$ cat src/rtl/wb_load_store_unit.sv
// Load/store and instruction-fetch unit driving a Wishbone B4 master port.
// Handles RV32I sizing/extension, incrementing fetch bursts, retry back-off and per-beat timeout.
module wb_load_store_unit #(
    parameter int ADDR_W    = 32,
    parameter int BURST_LEN = 4,
    parameter int MAX_RETRY = 3,
    parameter int TIMEOUT   = 255
) (
    input  logic              clk,
    input  logic              rst,
    input  logic              req_valid,
    output logic              req_ready,
    input  logic [1:0]        req_op,
    input  logic [2:0]        req_funct3,
    input  logic [ADDR_W-1:0] req_addr,
    input  logic [31:0]       req_wdata,
    output logic              resp_valid,
    output logic [31:0]       resp_data,
    output logic              resp_err,
    output logic              resp_last,
    input  logic              ACK,
    input  logic              ERR,
    input  logic              RTY,
    input  logic [31:0]       DAT_I,
    output logic              STB,
    output logic              CYC,
    output logic              WE,
    output logic [ADDR_W-1:0] ADR,
    output logic [31:0]       DAT_O,
    output logic [3:0]        SEL,
    output logic [2:0]        CTI_O
);
    localparam int BEAT_W  = (BURST_LEN > 1) ? $clog2(BURST_LEN) : 1;
    localparam int RETRY_W = (MAX_RETRY > 0) ? $clog2(MAX_RETRY + 1) : 1;

    localparam logic [1:0] OP_FETCH = 2'b00;
    localparam logic [1:0] OP_LOAD  = 2'b01;
    localparam logic [1:0] OP_STORE = 2'b10;

    typedef enum logic [1:0] {IDLE, ACCESS, BACKOFF, FAULT} state_t;

    state_t              state_reg, state_next;
    logic [1:0]          op_reg, op_next;
    logic [2:0]          funct3_reg, funct3_next;
    logic [1:0]          addr_lo_reg, addr_lo_next;
    logic [BEAT_W-1:0]   beat_reg, beat_next;
    logic [RETRY_W-1:0]  retry_reg, retry_next;
    logic [15:0]         wait_reg, wait_next;
    logic                stb_reg, stb_next;
    logic                cyc_reg, cyc_next;
    logic                we_reg, we_next;
    logic [ADDR_W-1:0]   adr_reg, adr_next;
    logic [31:0]         dat_o_reg, dat_o_next;
    logic [3:0]          sel_reg, sel_next;
    logic [2:0]          cti_reg, cti_next;
    logic                resp_valid_reg, resp_valid_next;
    logic                resp_err_reg, resp_err_next;
    logic                resp_last_reg, resp_last_next;
    logic [31:0]         resp_data_reg, resp_data_next;

    logic                last_beat;
    logic                abort;
    logic [BEAT_W-1:0]   beat_inc;
    logic [7:0]          lane_b;
    logic [15:0]         lane_h;
    logic [31:0]         load_data;
    logic [7:0]          dat_lane [4];

    function automatic logic is_illegal(input logic [1:0] op, input logic [2:0] f3,
                                        input logic [1:0] lo);
        logic bad;
        bad = 1'b0;
        case (op)
            OP_FETCH: bad = (lo != 2'b00);
            OP_LOAD:  bad = (f3 == 3'd3) || (f3 == 3'd6) || (f3 == 3'd7);
            OP_STORE: bad = (f3 >= 3'd3);
            default:  bad = 1'b1;
        endcase
        // Size alignment: funct3[1:0] encodes byte/half/word for both loads and stores
        if (op != OP_FETCH) begin
            if (f3[1:0] == 2'b01 && lo[0]) bad = 1'b1;
            if (f3[1:0] == 2'b10 && lo != 2'b00) bad = 1'b1;
        end
        return bad;
    endfunction

    function automatic logic [3:0] sel_for(input logic [1:0] op, input logic [2:0] f3,
                                           input logic [1:0] lo);
        if (op == OP_FETCH || f3[1:0] == 2'b10) return 4'b1111;
        else if (f3[1:0] == 2'b01)              return 4'b0011 << lo;
        else                                    return 4'b0001 << lo;
    endfunction

    function automatic logic [31:0] wdata_rep(input logic [2:0] f3, input logic [31:0] wd);
        case (f3[1:0])
            2'b00:   return {4{wd[7:0]}};
            2'b01:   return {2{wd[15:0]}};
            default: return wd;
        endcase
    endfunction

    function automatic logic [2:0] cti_for(input logic fetch, input logic [BEAT_W-1:0] beat);
        if (!fetch || BURST_LEN == 1)              return 3'b000;
        else if (beat == BEAT_W'(BURST_LEN - 1))   return 3'b111;
        else                                       return 3'b010;
    endfunction

    genvar gi;
    generate
        for (gi = 0; gi < 4; gi++) begin : g_lane
            assign dat_lane[gi] = DAT_I[8*gi +: 8];
        end
    endgenerate

    always_comb begin
        lane_b = dat_lane[addr_lo_reg];
        lane_h = {dat_lane[{addr_lo_reg[1], 1'b1}], dat_lane[{addr_lo_reg[1], 1'b0}]};
        case (funct3_reg)
            3'd0:    load_data = {{24{lane_b[7]}}, lane_b};
            3'd1:    load_data = {{16{lane_h[15]}}, lane_h};
            3'd4:    load_data = {24'd0, lane_b};
            3'd5:    load_data = {16'd0, lane_h};
            default: load_data = DAT_I;
        endcase
    end

    assign last_beat = (op_reg != OP_FETCH) || (beat_reg == BEAT_W'(BURST_LEN - 1));
    assign beat_inc  = beat_reg + 1'b1;

    always_comb begin
        state_next      = state_reg;
        op_next         = op_reg;
        funct3_next     = funct3_reg;
        addr_lo_next    = addr_lo_reg;
        beat_next       = beat_reg;
        retry_next      = retry_reg;
        wait_next       = wait_reg;
        stb_next        = stb_reg;
        cyc_next        = cyc_reg;
        we_next         = we_reg;
        adr_next        = adr_reg;
        dat_o_next      = dat_o_reg;
        sel_next        = sel_reg;
        cti_next        = cti_reg;
        resp_valid_next = 1'b0;
        resp_err_next   = 1'b0;
        resp_last_next  = 1'b0;
        resp_data_next  = resp_data_reg;
        abort           = 1'b0;

        case (state_reg)
            IDLE: begin
                if (req_valid) begin
                    op_next      = req_op;
                    funct3_next  = req_funct3;
                    addr_lo_next = req_addr[1:0];
                    beat_next    = '0;
                    retry_next   = '0;
                    wait_next    = '0;
                    if (is_illegal(req_op, req_funct3, req_addr[1:0])) begin
                        state_next      = FAULT;
                        resp_valid_next = 1'b1;
                        resp_err_next   = 1'b1;
                        resp_last_next  = 1'b1;
                        resp_data_next  = '0;
                    end else begin
                        state_next = ACCESS;
                        stb_next   = 1'b1;
                        cyc_next   = 1'b1;
                        we_next    = (req_op == OP_STORE);
                        adr_next   = {req_addr[ADDR_W-1:2], 2'b00};
                        sel_next   = sel_for(req_op, req_funct3, req_addr[1:0]);
                        dat_o_next = wdata_rep(req_funct3, req_wdata);
                        cti_next   = cti_for(req_op == OP_FETCH, '0);
                    end
                end
            end
            ACCESS: begin
                if (ACK) begin
                    resp_valid_next = 1'b1;
                    wait_next       = '0;
                    if (op_reg == OP_LOAD)       resp_data_next = load_data;
                    else if (op_reg == OP_FETCH) resp_data_next = DAT_I;
                    else                         resp_data_next = '0;
                    if (last_beat) begin
                        resp_last_next = 1'b1;
                        stb_next       = 1'b0;
                        cyc_next       = 1'b0;
                        we_next        = 1'b0;
                        state_next     = IDLE;
                    end else begin
                        // Burst continues with CYC/STB held; ADR wraps at the top naturally
                        beat_next = beat_inc;
                        adr_next  = adr_reg + ADDR_W'(4);
                        cti_next  = cti_for(1'b1, beat_inc);
                    end
                end else if (ERR) begin
                    abort = 1'b1;
                end else if (RTY) begin
                    if (retry_reg == RETRY_W'(MAX_RETRY)) begin
                        abort = 1'b1;
                    end else begin
                        retry_next = retry_reg + 1'b1;
                        stb_next   = 1'b0;
                        cyc_next   = 1'b0;
                        state_next = BACKOFF;
                    end
                end else if (wait_reg == 16'(TIMEOUT - 1)) begin
                    abort = 1'b1;
                end else begin
                    wait_next = wait_reg + 16'd1;
                end
            end
            BACKOFF: begin
                stb_next   = 1'b1;
                cyc_next   = 1'b1;
                wait_next  = '0;
                state_next = ACCESS;
            end
            FAULT: begin
                state_next = IDLE;
            end
            default: state_next = IDLE;
        endcase

        if (abort) begin
            stb_next        = 1'b0;
            cyc_next        = 1'b0;
            we_next         = 1'b0;
            resp_valid_next = 1'b1;
            resp_err_next   = 1'b1;
            resp_last_next  = 1'b1;
            resp_data_next  = '0;
            state_next      = IDLE;
        end
    end

    always_ff @(posedge clk) begin
        if (rst) begin
            state_reg      <= IDLE;
            op_reg         <= '0;
            funct3_reg     <= '0;
            addr_lo_reg    <= '0;
            beat_reg       <= '0;
            retry_reg      <= '0;
            wait_reg       <= '0;
            stb_reg        <= 1'b0;
            cyc_reg        <= 1'b0;
            we_reg         <= 1'b0;
            adr_reg        <= '0;
            dat_o_reg      <= '0;
            sel_reg        <= '0;
            cti_reg        <= '0;
            resp_valid_reg <= 1'b0;
            resp_err_reg   <= 1'b0;
            resp_last_reg  <= 1'b0;
            resp_data_reg  <= '0;
        end else begin
            state_reg      <= state_next;
            op_reg         <= op_next;
            funct3_reg     <= funct3_next;
            addr_lo_reg    <= addr_lo_next;
            beat_reg       <= beat_next;
            retry_reg      <= retry_next;
            wait_reg       <= wait_next;
            stb_reg        <= stb_next;
            cyc_reg        <= cyc_next;
            we_reg         <= we_next;
            adr_reg        <= adr_next;
            dat_o_reg      <= dat_o_next;
            sel_reg        <= sel_next;
            cti_reg        <= cti_next;
            resp_valid_reg <= resp_valid_next;
            resp_err_reg   <= resp_err_next;
            resp_last_reg  <= resp_last_next;
            resp_data_reg  <= resp_data_next;
        end
    end

    assign req_ready  = (state_reg == IDLE);
    assign resp_valid = resp_valid_reg;
    assign resp_err   = resp_err_reg;
    assign resp_last  = resp_last_reg;
    assign resp_data  = resp_data_reg;
    assign STB        = stb_reg;
    assign CYC        = cyc_reg;
    assign WE         = we_reg;
    assign ADR        = adr_reg;
    assign DAT_O      = dat_o_reg;
    assign SEL        = sel_reg;
    assign CTI_O      = cti_reg;
endmodule

$ cat config.mk
export PLATFORM = sky130hd
export DESIGN_NAME = wb_load_store_unit
export DESIGN_NICKNAME = d
export VERILOG_FILES = /design/src/rtl/wb_load_store_unit.sv
export SDC_FILE = /design/constraint.sdc
export NUM_CORES = 1
export LEC_CHECK = 0
export CAP_MARGIN = 10
export CORE_UTILIZATION = 40
export CTS_BUF_LIST = sky130_fd_sc_hd__clkbuf_8
export DETAILED_ROUTE_END_ITERATION = 12
export PLACE_DENSITY = 0.71
export SETUP_SLACK_MARGIN = 0.1
export SYNTH_ARGS = -nofsm -noshare
export SYNTH_HDL_FRONTEND = slang
export SYNTH_SLANG_ARGS = --single-unit
$ cat constraint.sdc
create_clock -name clk -period 2.6 [get_ports clk]
set_input_delay 0.52 -clock clk [delete_from_list [all_inputs] [get_ports clk]]
set_output_delay 0.52 -clock clk [all_outputs]
set_load 0.02 [all_outputs]
## After elaboration in Yosys (flattened, before gate mapping)

Cells that the tools add are included.

- Reductions and logical operators: 27
- Muxes and demuxes: 89
- Shifts and indexed selects: 2
- Bitwise gates (word level): 4
- Equal/unequal tests: 34
- Add/sub/neg operators: 4
- Magnitude comparators: 4

Operators with widths:

| operator | count |
|---|---|
| two-way mux 32 bit | 9 |
| case mux 32 bit (2 select lines) | 3 |
| case mux 32 bit (4 select lines) | 1 |
| two-way mux 16 bit | 5 |
| binary-select mux 8 bit (select 2 bit) | 3 |
| two-way mux 8 bit | 6 |
| case mux 16 bit (3 select lines) | 1 |
| adder 32 x 3 -> 32 bit (second input constant) | 1 |
| two-way mux 1 bit | 30 |
| two-way mux 2 bit | 15 |
| AND reduction 5 bit | 4 |
| != test 2 bit (second input constant) | 9 |
| != test 3 bit (second input constant) | 6 |
| adder 16 x 1 -> 16 bit (second input constant) | 1 |
| == test 16 x 8 -> 1 bit (second input constant) | 1 |
| two-way mux 3 bit | 5 |
| == test 2 bit (second input constant) | 7 |
| == test 3 bit (second input constant) | 4 |
| >= comparator 3 bit (second input constant) | 3 |
| inverter 2 -> 3 bit | 3 |
| == test 2 x 1 -> 1 bit (second input constant) | 4 |
| logical NOT 2 bit | 4 |
| two-way mux 4 bit | 2 |
| case mux 2 bit (2 select lines) | 2 |
| other kinds (23) | 35 |

- Word-level logic and storage cells: 181
- Bits in registers: 137

## Depth between registers and ports, before layout

Gate-level depths: netlist of run 1.

- Word-level depth: 13
- Gate-level depth with buffers: 10

## Least setup slack after synthesis of run 1

No wires, ideal clock.

- Kind: input to register
- Start point: input req_op[1]
- End point: register resp_data_reg[15], in the netlist resp_data[15]
- Arrival time: 1931 ps
- Library setup time: 125 ps
- Cell stages on the path: 8
- Slack: 543 ps
- Required time: 2475 ps
- Path through: nor2_1 > nor3_2 > o32ai_4 > a21boi_2 > o21a_1 > buf_6 > buf_6 > o2bb2ai_1

- Longest elaborated chain between the ends: 9
- Elaborated cells on any way between the ends: 12
- Those cells by class: 3 x eq/ne; 6 x mux; 3 x reduce/logical

RTL lines:

| item | RTL line | text |
|---|---|---|
| start: declaration | 13 | `input logic [1:0] req_op,` |
| == test 2 bit, or another cell as far along | 73 | `case (op)` |
| case mux 1 bit (3 select lines) | 73 |  |
| two-way mux 1 bit | 81 | `if (f3[1:0] == 2'b01 && lo[0]) bad = 1'b1;` |
| two-way mux 1 bit | 82 | `if (f3[1:0] == 2'b10 && lo != 2'b00) bad = 1'b1;` |
| two-way mux 1 bit (*) | 80 | `if (op != OP_FETCH) begin` |
| two-way mux 1 bit (*) | 153 | `if (req_valid) begin` |
| two-way mux 1 bit (*) | 151 | `case (state_reg)` |
| != test 2 x 1 -> 1 bit (no source line) (*) | -- |  |
| AND reduction 4 bit (no source line) (*) | -- |  |
| end signal: assignment | 276 | `resp_data_reg <= resp_data_next;` |
| end: declaration | 59 | `logic [31:0] resp_data_reg, resp_data_next;` |

Mark *: on every way between the ends. The rest lies on a longest branch, timed or not. The select of a mux whose other input is x is not followed.
A chain may end at the register's enable or synchronous reset.

## Worst setup path after layout of run 1

- Start point: input req_funct3[1]
- End point: register adr_reg[23], in the netlist ADR[23]

- Longest elaborated chain between the ends: 11
- Elaborated cells on any way between the ends: 18
- Those cells by class: 1 x order compare; 6 x eq/ne; 6 x mux; 5 x reduce/logical

RTL lines:

| item | RTL line | text |
|---|---|---|
| start: declaration | 14 | `input logic [2:0] req_funct3,` |
| branches (longest 6 deep; another with >= comparator 3 x 2 -> 1 bit) | -- |  |
| two-way mux 1 bit (*) | 80 |  |
| two-way mux 1 bit (*) | 153 |  |
| two-way mux 1 bit (*) | 151 |  |
| != test 2 bit (no source line) (*) | -- |  |
| AND reduction 5 bit (no source line) (*) | -- |  |
| end signal: assignment | 269 | `adr_reg <= adr_next;` |
| end: declaration | 52 | `logic [ADDR_W-1:0] adr_reg, adr_next;` |

Mark *: on every way between the ends. The select of a mux whose other input is x is not followed.

==> results.yml, run 1 <==
timing:
  rsz0062_at_grt: "yes"
  worstMarginPinSlew_ps: 954
  finalCriticalPeriod_ps: 2360
  final.setup_skew_ps: 15.3
  setup_viol: 0
  timing.fmax_mhz: 423
  tns_ps: 0
  layout_worst_path_cycle_share_pct: 91.0
  slew_headroom_pct: 35.9
  slew_viol_final: 0
  hold_violations: 0
route:
  totalWireLength_mm: 21.2
  first_pass_iters: 5
  vias_per_cell: 5.48
  drcViolationCount: 0
  vias: 7244
  routedWlPerCell_um: 16.0
  dr.first_iter.drc_count: 531
  postRouteAntennaNets: 0
synth:
  ys_warn_count: 0
  ys_ff_latch: 134
  ys_types: 67
  synth_most_common_cell: "dfxtp_1"
  synth_area_leaders: "dfxtp_1 38%, a21oi_1 7.1%, nand2_1 6.5%, nor2_1 4.4%, mux2i_1 3.4%"
  synth.cell_area_um2: 6970
  synth_top_cell_by_area: "dfxtp_1"
  yosysSeqAreaShare_pct: 38.5
  avgSynthCellArea_um2: 8.11
  netlist_top_cells_count: "134 x dfxtp_1, 121 x nand2_1, 99 x a21oi_1"
  ys.flop_type: "dfxtp_1"
  async_flop_share_pct: 0
  synthCells: 860
  synth_edf_count: 0
  yosysTopAreaCellShare_pct: 38.5
floorplan:
  die_h_um: 134
  die_w_um: 134
  num_io_pins: 217
  initial_core_util_pct: 41.4
  die_area_um2: 18000
  core-area_um2: 16800
  rows: 47
worst_setup_path:
  cp_top_family: "compound AO/OA/AOI/OAI gates"
  rr_startpoint: "state_reg[0]"
  path_cells: "clkdlybuf4s50_1 -> buf_4 -> a21oi_1 -> o32ai_4 -> a21oi_4 -> o21ai_0 -> a221oi_1"
  r2r_cells: 6
  slowest_stage: "a21oi_4"
  cp-end-kind: "flip-flop"
  start_kind: "primary input"
  cp.required_ps: 2960
  reg2reg_slack_ps: 270
  worst-setup-path-type: "in2reg"
  r2r_end: "ADR[23]"
  slowest_delay_ps: 630
  crit_buf_inv: 2
  crit_arrival_ps: 2720
  path_max_fanout: 26
cts:
  numCtsBuffers: 17
  post_cts_buffers: 0
  root_buffer: "clkbuf_8"
  ctsHtreeMaxLevel: 4
  cts_buffer_depth: 2
  path_clk_slew_ps: 70
  clk_latency_ps: 460
  numClockSinks: 134
  hold_buffers: 0
  cts_tree: "yes"
placement:
  hpwl_mm: 15.3
  place_area_um2: 9540
  portBuffers: 214
  gp_congestion: 0.837
layout:
  n_fill_cell: 1581
  area_growth_pct: 43.2
  fin_area_um2: 9980
  final_layout_size_suffix_gt1_share_pct: 11.5
  antennaDiodeCount: 0
  final_net_count: 1202
min_path:
  min_path_cells: 2
  worstHoldStart: "DAT_O[29]"
  holdPathEnd: "DAT_O[29]"
  hp-class: "reg2reg"
global_route:
  grt_max_degree: 53
  grt_remaining_overflow: 0
  antenna_found_initial: 0
  grt_pass1_wl_mm: 34.0
  grt_use_total_pct: 23.6
  grt_pass1_vias: 6622
pwr:
  ir_drop_mv: 0.329
  p_per_area_nw_per_um2: 591
  p_leak_nw: 3.47
job:
  cap_viol_max_count: 0
status:
  outcome: "complete, no violations"
-- where the power goes --
group          leakage [nW]  total [mW]  internal, mW  switching, mW
clock network         0.222        1.93          1.09          0.836
logic                  2.16        1.62         0.767          0.852
registers              1.09        2.35          2.20          0.153
total                  3.47        5.90          4.06           1.84
-- layer usage --
layer,up-vias,track usage [%],part of all wire (%),wire length [um]
met4,0,7.26,1.4,289
met1,3352,32.5,46,9730
li1,3600,-,-,-
met3,27,5.86,7.0,1470
met2,265,36.2,46,9680
met5,-,0,0,0
-- metrics by stage --
stage	worst slack, ps	power (mW)	cells	util, %	hold WS, ps
2_1_floorplan	543	3.27	861	-	436
3_3_place_gp	-161	3.99	1290	56.7	441
3_5_place_dp	-242	4.00	1290	56.7	447
4_1_cts	155	5.93	1322	59.3	457
5_1_grt	57.7	6.19	1322	59.4	480
6_report	235	5.90	1322	59.4	456
-- repair_timing --
item	CTS	global route
pin swaps	0	1
setup endpoints to repair	1	2
resized for setup	1	1
endpoints found under the hold margin	0	0
-- layout make-up --
type	count	area, um2	share of cell area, %
clock buffers	19	262	2.62
clock inverters	13	178	1.78
inverters	10	37.5	0.376
multi-input cells	656	3960	39.6
flip-flops and latches	134	2680	26.9
well taps	220	275	2.76
repair buffers	270	2590	26.0
-- kinds of logic (layout without fill, tap and decap cells) --
family,after synthesis,count (layout),synth area share [%]
AOI/OAI and AO/OA,283,283,27.4
xor gates and xnor gates,12,12,1.51
adders and majority gates,6,6,1.08
buffers and inverters,71,312,5.01
DFF,134,134,38.5
muxes,33,33,5.06
other,1,2,0.0538
and+or+nand+nor,320,320,21.4
-- placed cells by master, fill, tap and decap left out, types with 10 or more instances in the layout --
master / instances
o2bb2ai_1: 25
a211oi_1: 17
clkdlybuf4s50_1: 213
nand3_1: 24
dfxtp_1: 134
o21ai_0: 43
mux2i_1: 24
a21oi_1: 99
nand2_1: 121
clkbuf_8: 19
nor3_1: 23
buf_4: 53
nand2b_1: 14
a311oi_1: 10
nor2_1: 80
-- worst reg2reg max path, cell delays in order, from the launching register on --
cell and delay, ps:
dfxtp_1 620, nand2_1 140, a21o_1 200, a21o_1 210
a21oi_4 580, o21ai_0 220, a221oi_1 270
-- worst max-delay path by stage --
stage / startpoint / endpoint / slack [ps] / cells after the start
2_1_floorplan: req_op[1] / resp_data[15] / 540 / 8
5_1_grt: req_funct3[1] / ADR[23] / 60 / 7
3_5_place_dp: req_funct3[1] / ADR[23] / -240 / 7
4_1_cts: state_reg[0] / req_ready / 150 / 2
3_3_place_gp: req_funct3[1] / ADR[23] / -160 / 7
6_report: req_funct3[1] / ADR[23] / 240 / 7
Note: power is estimated with default switching activity, not from simulation.
==> run 2: changes to the inputs <==
--- a/config.mk
+++ b/config.mk
@@ -7,7 +7,6 @@
 export LEC_CHECK = 0
 export CAP_MARGIN = 10
 export CORE_UTILIZATION = 40
-export CTS_BUF_LIST = sky130_fd_sc_hd__clkbuf_8
 export DETAILED_ROUTE_END_ITERATION = 12
 export PLACE_DENSITY = 0.71
 export SETUP_SLACK_MARGIN = 0.1
==> run 2 against run 1 <==
Via count increased by 0.65%. Clock skew decreased by 3.2 ps. Register-to-register slack improved by 40 ps. Routed wire length about the same. Sequential share of layout area decreased by 0.49 points. Combinational power about the same.
==> results.yml, run 2 (synthesis gave the netlist of run 1 again) <==
status:
  outcome: "complete, no violations"
cts:
  path_clk_slew_ps: 50
  cts_buffer_depth: 2
  post_cts_buffers: 0
  numClockSinks: 134
  ctsHtreeMaxLevel: 4
  clk_latency_ps: 420
  numCtsBuffers: 17
  cts_tree: "yes"
  root_buffer: "clkbuf_16"
placement:
  gp_congestion: 0.837
  place_area_um2: 9540
  portBuffers: 214
  hpwl_mm: 15.3
  placed_cells: 1290
worst_setup_path:
  slowest_delay_ps: 710
  cp_top_family: "buffers and inverters"
  cp.required_ps: 2080
  path_max_fanout: 13
  path_cells: "nor2_2 -> clkdlybuf4s50_1"
  cp-end-kind: "output port"
  slowest_stage: "clkdlybuf4s50_1"
  r2r_cells: 6
  start_kind: "flip-flop"
  crit_arrival_ps: 1880
  reg2reg_slack_ps: 310
  r2r_end: "ADR[23]"
  rr_startpoint: "beat_reg[0]"
  cp-startpoint: "state_reg[0]"
  worst-setup-path-type: "reg2out"
  setup.worst_path.end: "req_ready"
  crit_buf_inv: 1
  path_depth: 2
layout:
  stdcell_count: 1322
  fin_util_pct: 60.5
  final_net_count: 1202
  final_layout_size_suffix_gt1_share_pct: 11.5
  layout_common_cells: "213 x clkdlybuf4s50_1, 134 x dfxtp_1, 121 x nand2_1"
  area_growth_pct: 45.9
  n_fill_cell: 1551
  fin_area_um2: 10200
  layout_commonest_cell: "clkdlybuf4s50_1"
  antennaDiodeCount: 0
timing:
  hold_violations: 0
  final.setup_skew_ps: 12.1
  hold-worst-slack_ps: 455
  rsz0062_at_grt: "yes"
  slew_viol_final: 0
  layout_worst_path_cycle_share_pct: 92.4
  slew_headroom_pct: 36.2
  finalCriticalPeriod_ps: 2400
  timing.fmax_mhz: 416
  worstMarginPinSlew_ps: 949
  tns_ps: 0
  setup_viol: 0
job:
  cap_viol_max_count: 0
route:
  vias: 7291
  dr.first_iter.drc_count: 515
  postRouteAntennaNets: 0
  drcViolationCount: 0
  vias_per_cell: 5.52
  totalWireLength_mm: 21.2
  routedWlPerCell_um: 16.0
  first_pass_iters: 5
pwr:
  p_per_area_nw_per_um2: 642
  p_leak_nw: 3.55
  ir_drop_mv: 0.493
global_route:
  grt_pass1_wl_mm: 34.1
  grt_max_degree: 53
  antenna_found_initial: 0
  grt_pass1_vias: 6687
  grt_use_total_pct: 23.6
  grt_remaining_overflow: 0
floorplan:
  initial_core_util_pct: 41.4
  die_h_um: 134
  die_w_um: 134
  rows: 47
  num_io_pins: 217
  die_area_um2: 18000
  core-area_um2: 16800
min_path:
  hp-class: "reg2reg"
## run 2: cell types whose count changed in the layout (fill, tap and decap cells not counted)
cell       change
clkbuf_8      -17
nor2_2         +1
nor2_4         -1
clkbuf_16     +17
## run 2: metal layers
metal,vias to the layer above,GRT usage [%],part of all wire [%]
met5,-,0,0
met4,0,8.14,1.4
met3,24,5.18,6.8
met2,250,36.5,46
met1,3412,32.3,46
li1,3605,-,-
## run 2: metrics by stage
step / worst slack (ps) / power [mW]
3_3_place_gp: -161 / 3.99
4_1_cts: 202 / 6.57
2_1_floorplan: 543 / 3.27
5_1_grt: 6.89 / 6.81
6_report: 198 / 6.53
3_5_place_dp: -242 / 4.00
## run 2: layout make-up
class	count	area [um2]	share of cell area [%]
Tap cell	220	275	2.71
Multi-Input combinational cell	656	3950	38.8
Clock buffer	19	453	4.45
Inverter	10	37.5	0.369
Sequential cell	134	2680	26.4
Timing Repair Buffer	270	2590	25.5
Clock inverter	13	178	1.75
## run 2: repair_timing
| item | CTS | global route |
|---|---|---|
| endpoints found under the setup margin | 1 | 1 |
| hold buffers | 0 | 0 |
| pin swaps | 0 | 1 |
| gates resized for setup | 1 | 0 |
## run 2: worst register-to-register path: stages, from the launching register on
cell,delay (ps)
dfxtp_1,330
ha_1,200
or3_1,370
a21o_1,240
a21oi_4,590
o21ai_0,210
a221oi_1,270
## run 2: power breakdown
part,switching [mW],leakage (nW),internal (mW),total (mW)
Sequential,0.151,1.09,2.20,2.35
Combinational,0.853,2.15,0.766,1.62
Clock,0.910,0.309,1.65,2.56
Total,1.91,3.55,4.62,6.53
## run 2: worst min-delay path by stage
| stage | cells after the start | slack (ps) | end | startpoint |
|---|---|---|---|---|
| 5_1_grt | 2 | 480 | DAT_O[31] | DAT_O[31] |
| 4_1_cts | 2 | 450 | DAT_O[29] | DAT_O[29] |
| 3_5_place_dp | 2 | 450 | DAT_O[29] | DAT_O[29] |
| 2_1_floorplan | 2 | 440 | retry_reg[1] | retry_reg[1] |
| 6_report | 2 | 450 | DAT_O[29] | DAT_O[29] |
| 3_3_place_gp | 2 | 440 | DAT_O[2] | DAT_O[2] |
==> run 3: changes to the inputs <==
--- a/config.mk
+++ b/config.mk
@@ -6,9 +6,11 @@
 export NUM_CORES = 1
 export LEC_CHECK = 0
 export CAP_MARGIN = 10
+export CORE_MARGIN = 2
 export CORE_UTILIZATION = 40
 export DETAILED_ROUTE_END_ITERATION = 12
-export PLACE_DENSITY = 0.71
+export DONT_BUFFER_PORTS = 1
+export PLACE_DENSITY = 0.55
 export SETUP_SLACK_MARGIN = 0.1
 export SYNTH_ARGS = -nofsm -noshare
 export SYNTH_HDL_FRONTEND = slang
==> run 3 against run 2 <==
Power is 8.5% lower. Via count down 11%. Worst setup slack better by 140 ps. Non-clock buffer count shrank 244. Clock power is 2% lower. Final cell count decreased by 18%. Sequential power up 6%. Clock skew is 5.0 ps lower. Critical endpoint is now ADR[31].
==> results.yml, run 3 (synthesis gave the netlist of run 1 again) <==
pwr:
  power_mw: 5.98
  p_leak_nw: 2.63
  p_per_area_nw_per_um2: 767
  ir_drop_mv: 0.532
layout:
  n_fill_cell: 1710
  stdcell_count: 1083
  final_layout_size_suffix_gt1_share_pct: 11.2
  fin_util_pct: 45.4
  layout_commonest_cell: "dfxtp_1"
  layout_common_cells: "134 x dfxtp_1, 121 x nand2_1, 99 x a21oi_1"
  area_growth_pct: 11.8
  antennaDiodeCount: 0
  fin_area_um2: 7790
  final_net_count: 959
worst_setup_path:
  cp.required_ps: 2940
  path_max_fanout: 7
  crit_arrival_ps: 2600
  start_kind: "flip-flop"
  cp-end-kind: "flip-flop"
  worst-setup-path-type: "reg2reg"
route:
  totalWireLength_mm: 20.9
  drcViolationCount: 0
  postRouteAntennaNets: 0
  dr.first_iter.drc_count: 377
  vias: 6453
  routedWlPerCell_um: 19.3
  vias_per_cell: 5.96
  first_pass_iters: 5
timing:
  timing.fmax_mhz: 443
  tns_ps: 0
  worstMarginPinSlew_ps: 1120
  timing.final.ws_setup_ps: 340
  setup_viol: 0
  slew_viol_final: 0
  finalCriticalPeriod_ps: 2260
  slew_headroom_pct: 25.0
  hold_violations: 0
  final.setup_skew_ps: 7.14
  layout_worst_path_cycle_share_pct: 86.9
  hold-worst-slack_ps: 158
  rsz0062_at_grt: "no"
placement:
  pre_cts_ws_ps: 66.8
  placed_cells: 1051
  hpwl_mm: 14.6
  gp_congestion: 0.870
  place_area_um2: 7160
  portBuffers: 0
cts:
  cts_buffer_depth: 2
  path_clk_slew_ps: 60
  cts_tree: "yes"
  ctsHtreeMaxLevel: 4
  hold_buffers: 0
  post_cts_buffers: 0
  clk_latency_ps: 430
  numClockSinks: 134
  root_buffer: "clkbuf_16"
  numCtsBuffers: 17
floorplan:
  rows: 48
  die_area_um2: 18500
  num_io_pins: 217
  die_h_um: 136
  core-area_um2: 17200
  initial_core_util_pct: 40.6
  die_w_um: 136
job:
  cap_viol_max_count: 0
status:
  outcome: "complete, no violations"
global_route:
  grt_max_degree: 81
  grt_remaining_overflow: 0
  grt_use_total_pct: 21.8
  grt_pass1_wl_mm: 32.2
  antenna_found_initial: 0
  grt_pass1_vias: 6219
min_path:
  hp-class: "in2reg"
run 3: cell types whose count changed in the layout (fill, tap and decap cells not counted), moves of 2 or more:
cell             change
clkdlybuf4s50_1    -213
buf_4               -28
clkinv_2             -4
inv_6                +4
buf_12               -2
run 3: layout make-up:
class                           instances  area (um2)  share of cell area [%]
Clock inverter                         13         170                    2.18
Inverter                               10        37.5                   0.482
Sequential cell                       134        2680                    34.4
Clock buffer                           18         439                    5.63
Multi-Input combinational cell        657        3980                    51.0
Tap cell                              225         282                    3.61
Timing Repair Buffer                   26         208                    2.66
run 3: final timing paths:
check               start           end  slack, ps  cells after the start
max                ADR[7]       ADR[31]        340                      6
min                   rst   wait_reg[1]        160                      1
max reg2reg        ADR[7]       ADR[31]        340                      6
min reg2reg  retry_reg[1]  retry_reg[1]        460                      2
run 3: timing repair:
item	CTS	global route
gates resized for setup	0	3
endpoints found under the setup margin	0	7
hold endpoints to repair	0	0
run 3: where the power goes:
group          total (mW)  internal [mW]  switching, mW
clock                2.52           1.54          0.979
combinational       0.969          0.365          0.604
sequential           2.49           2.20          0.287
total                5.98           4.11           1.87
run 3: per-layer routing:
metal	vias to the layer above	GRT usage [%]	wire length, um
met5	-	0	0
met4	0	8.39	354
met3	27	8.84	1950
met2	219	35.2	9890
met1	3086	25.8	8710
li1	3121	-	-
run 3: critical path, stage by stage, from the launching register on:
cell and delay [ps]:
dfxtp_1 530, nand3_1 320, nor3_2 540, nand3_1 250
nor4_1 250, a21oi_1 80, o32ai_2 210
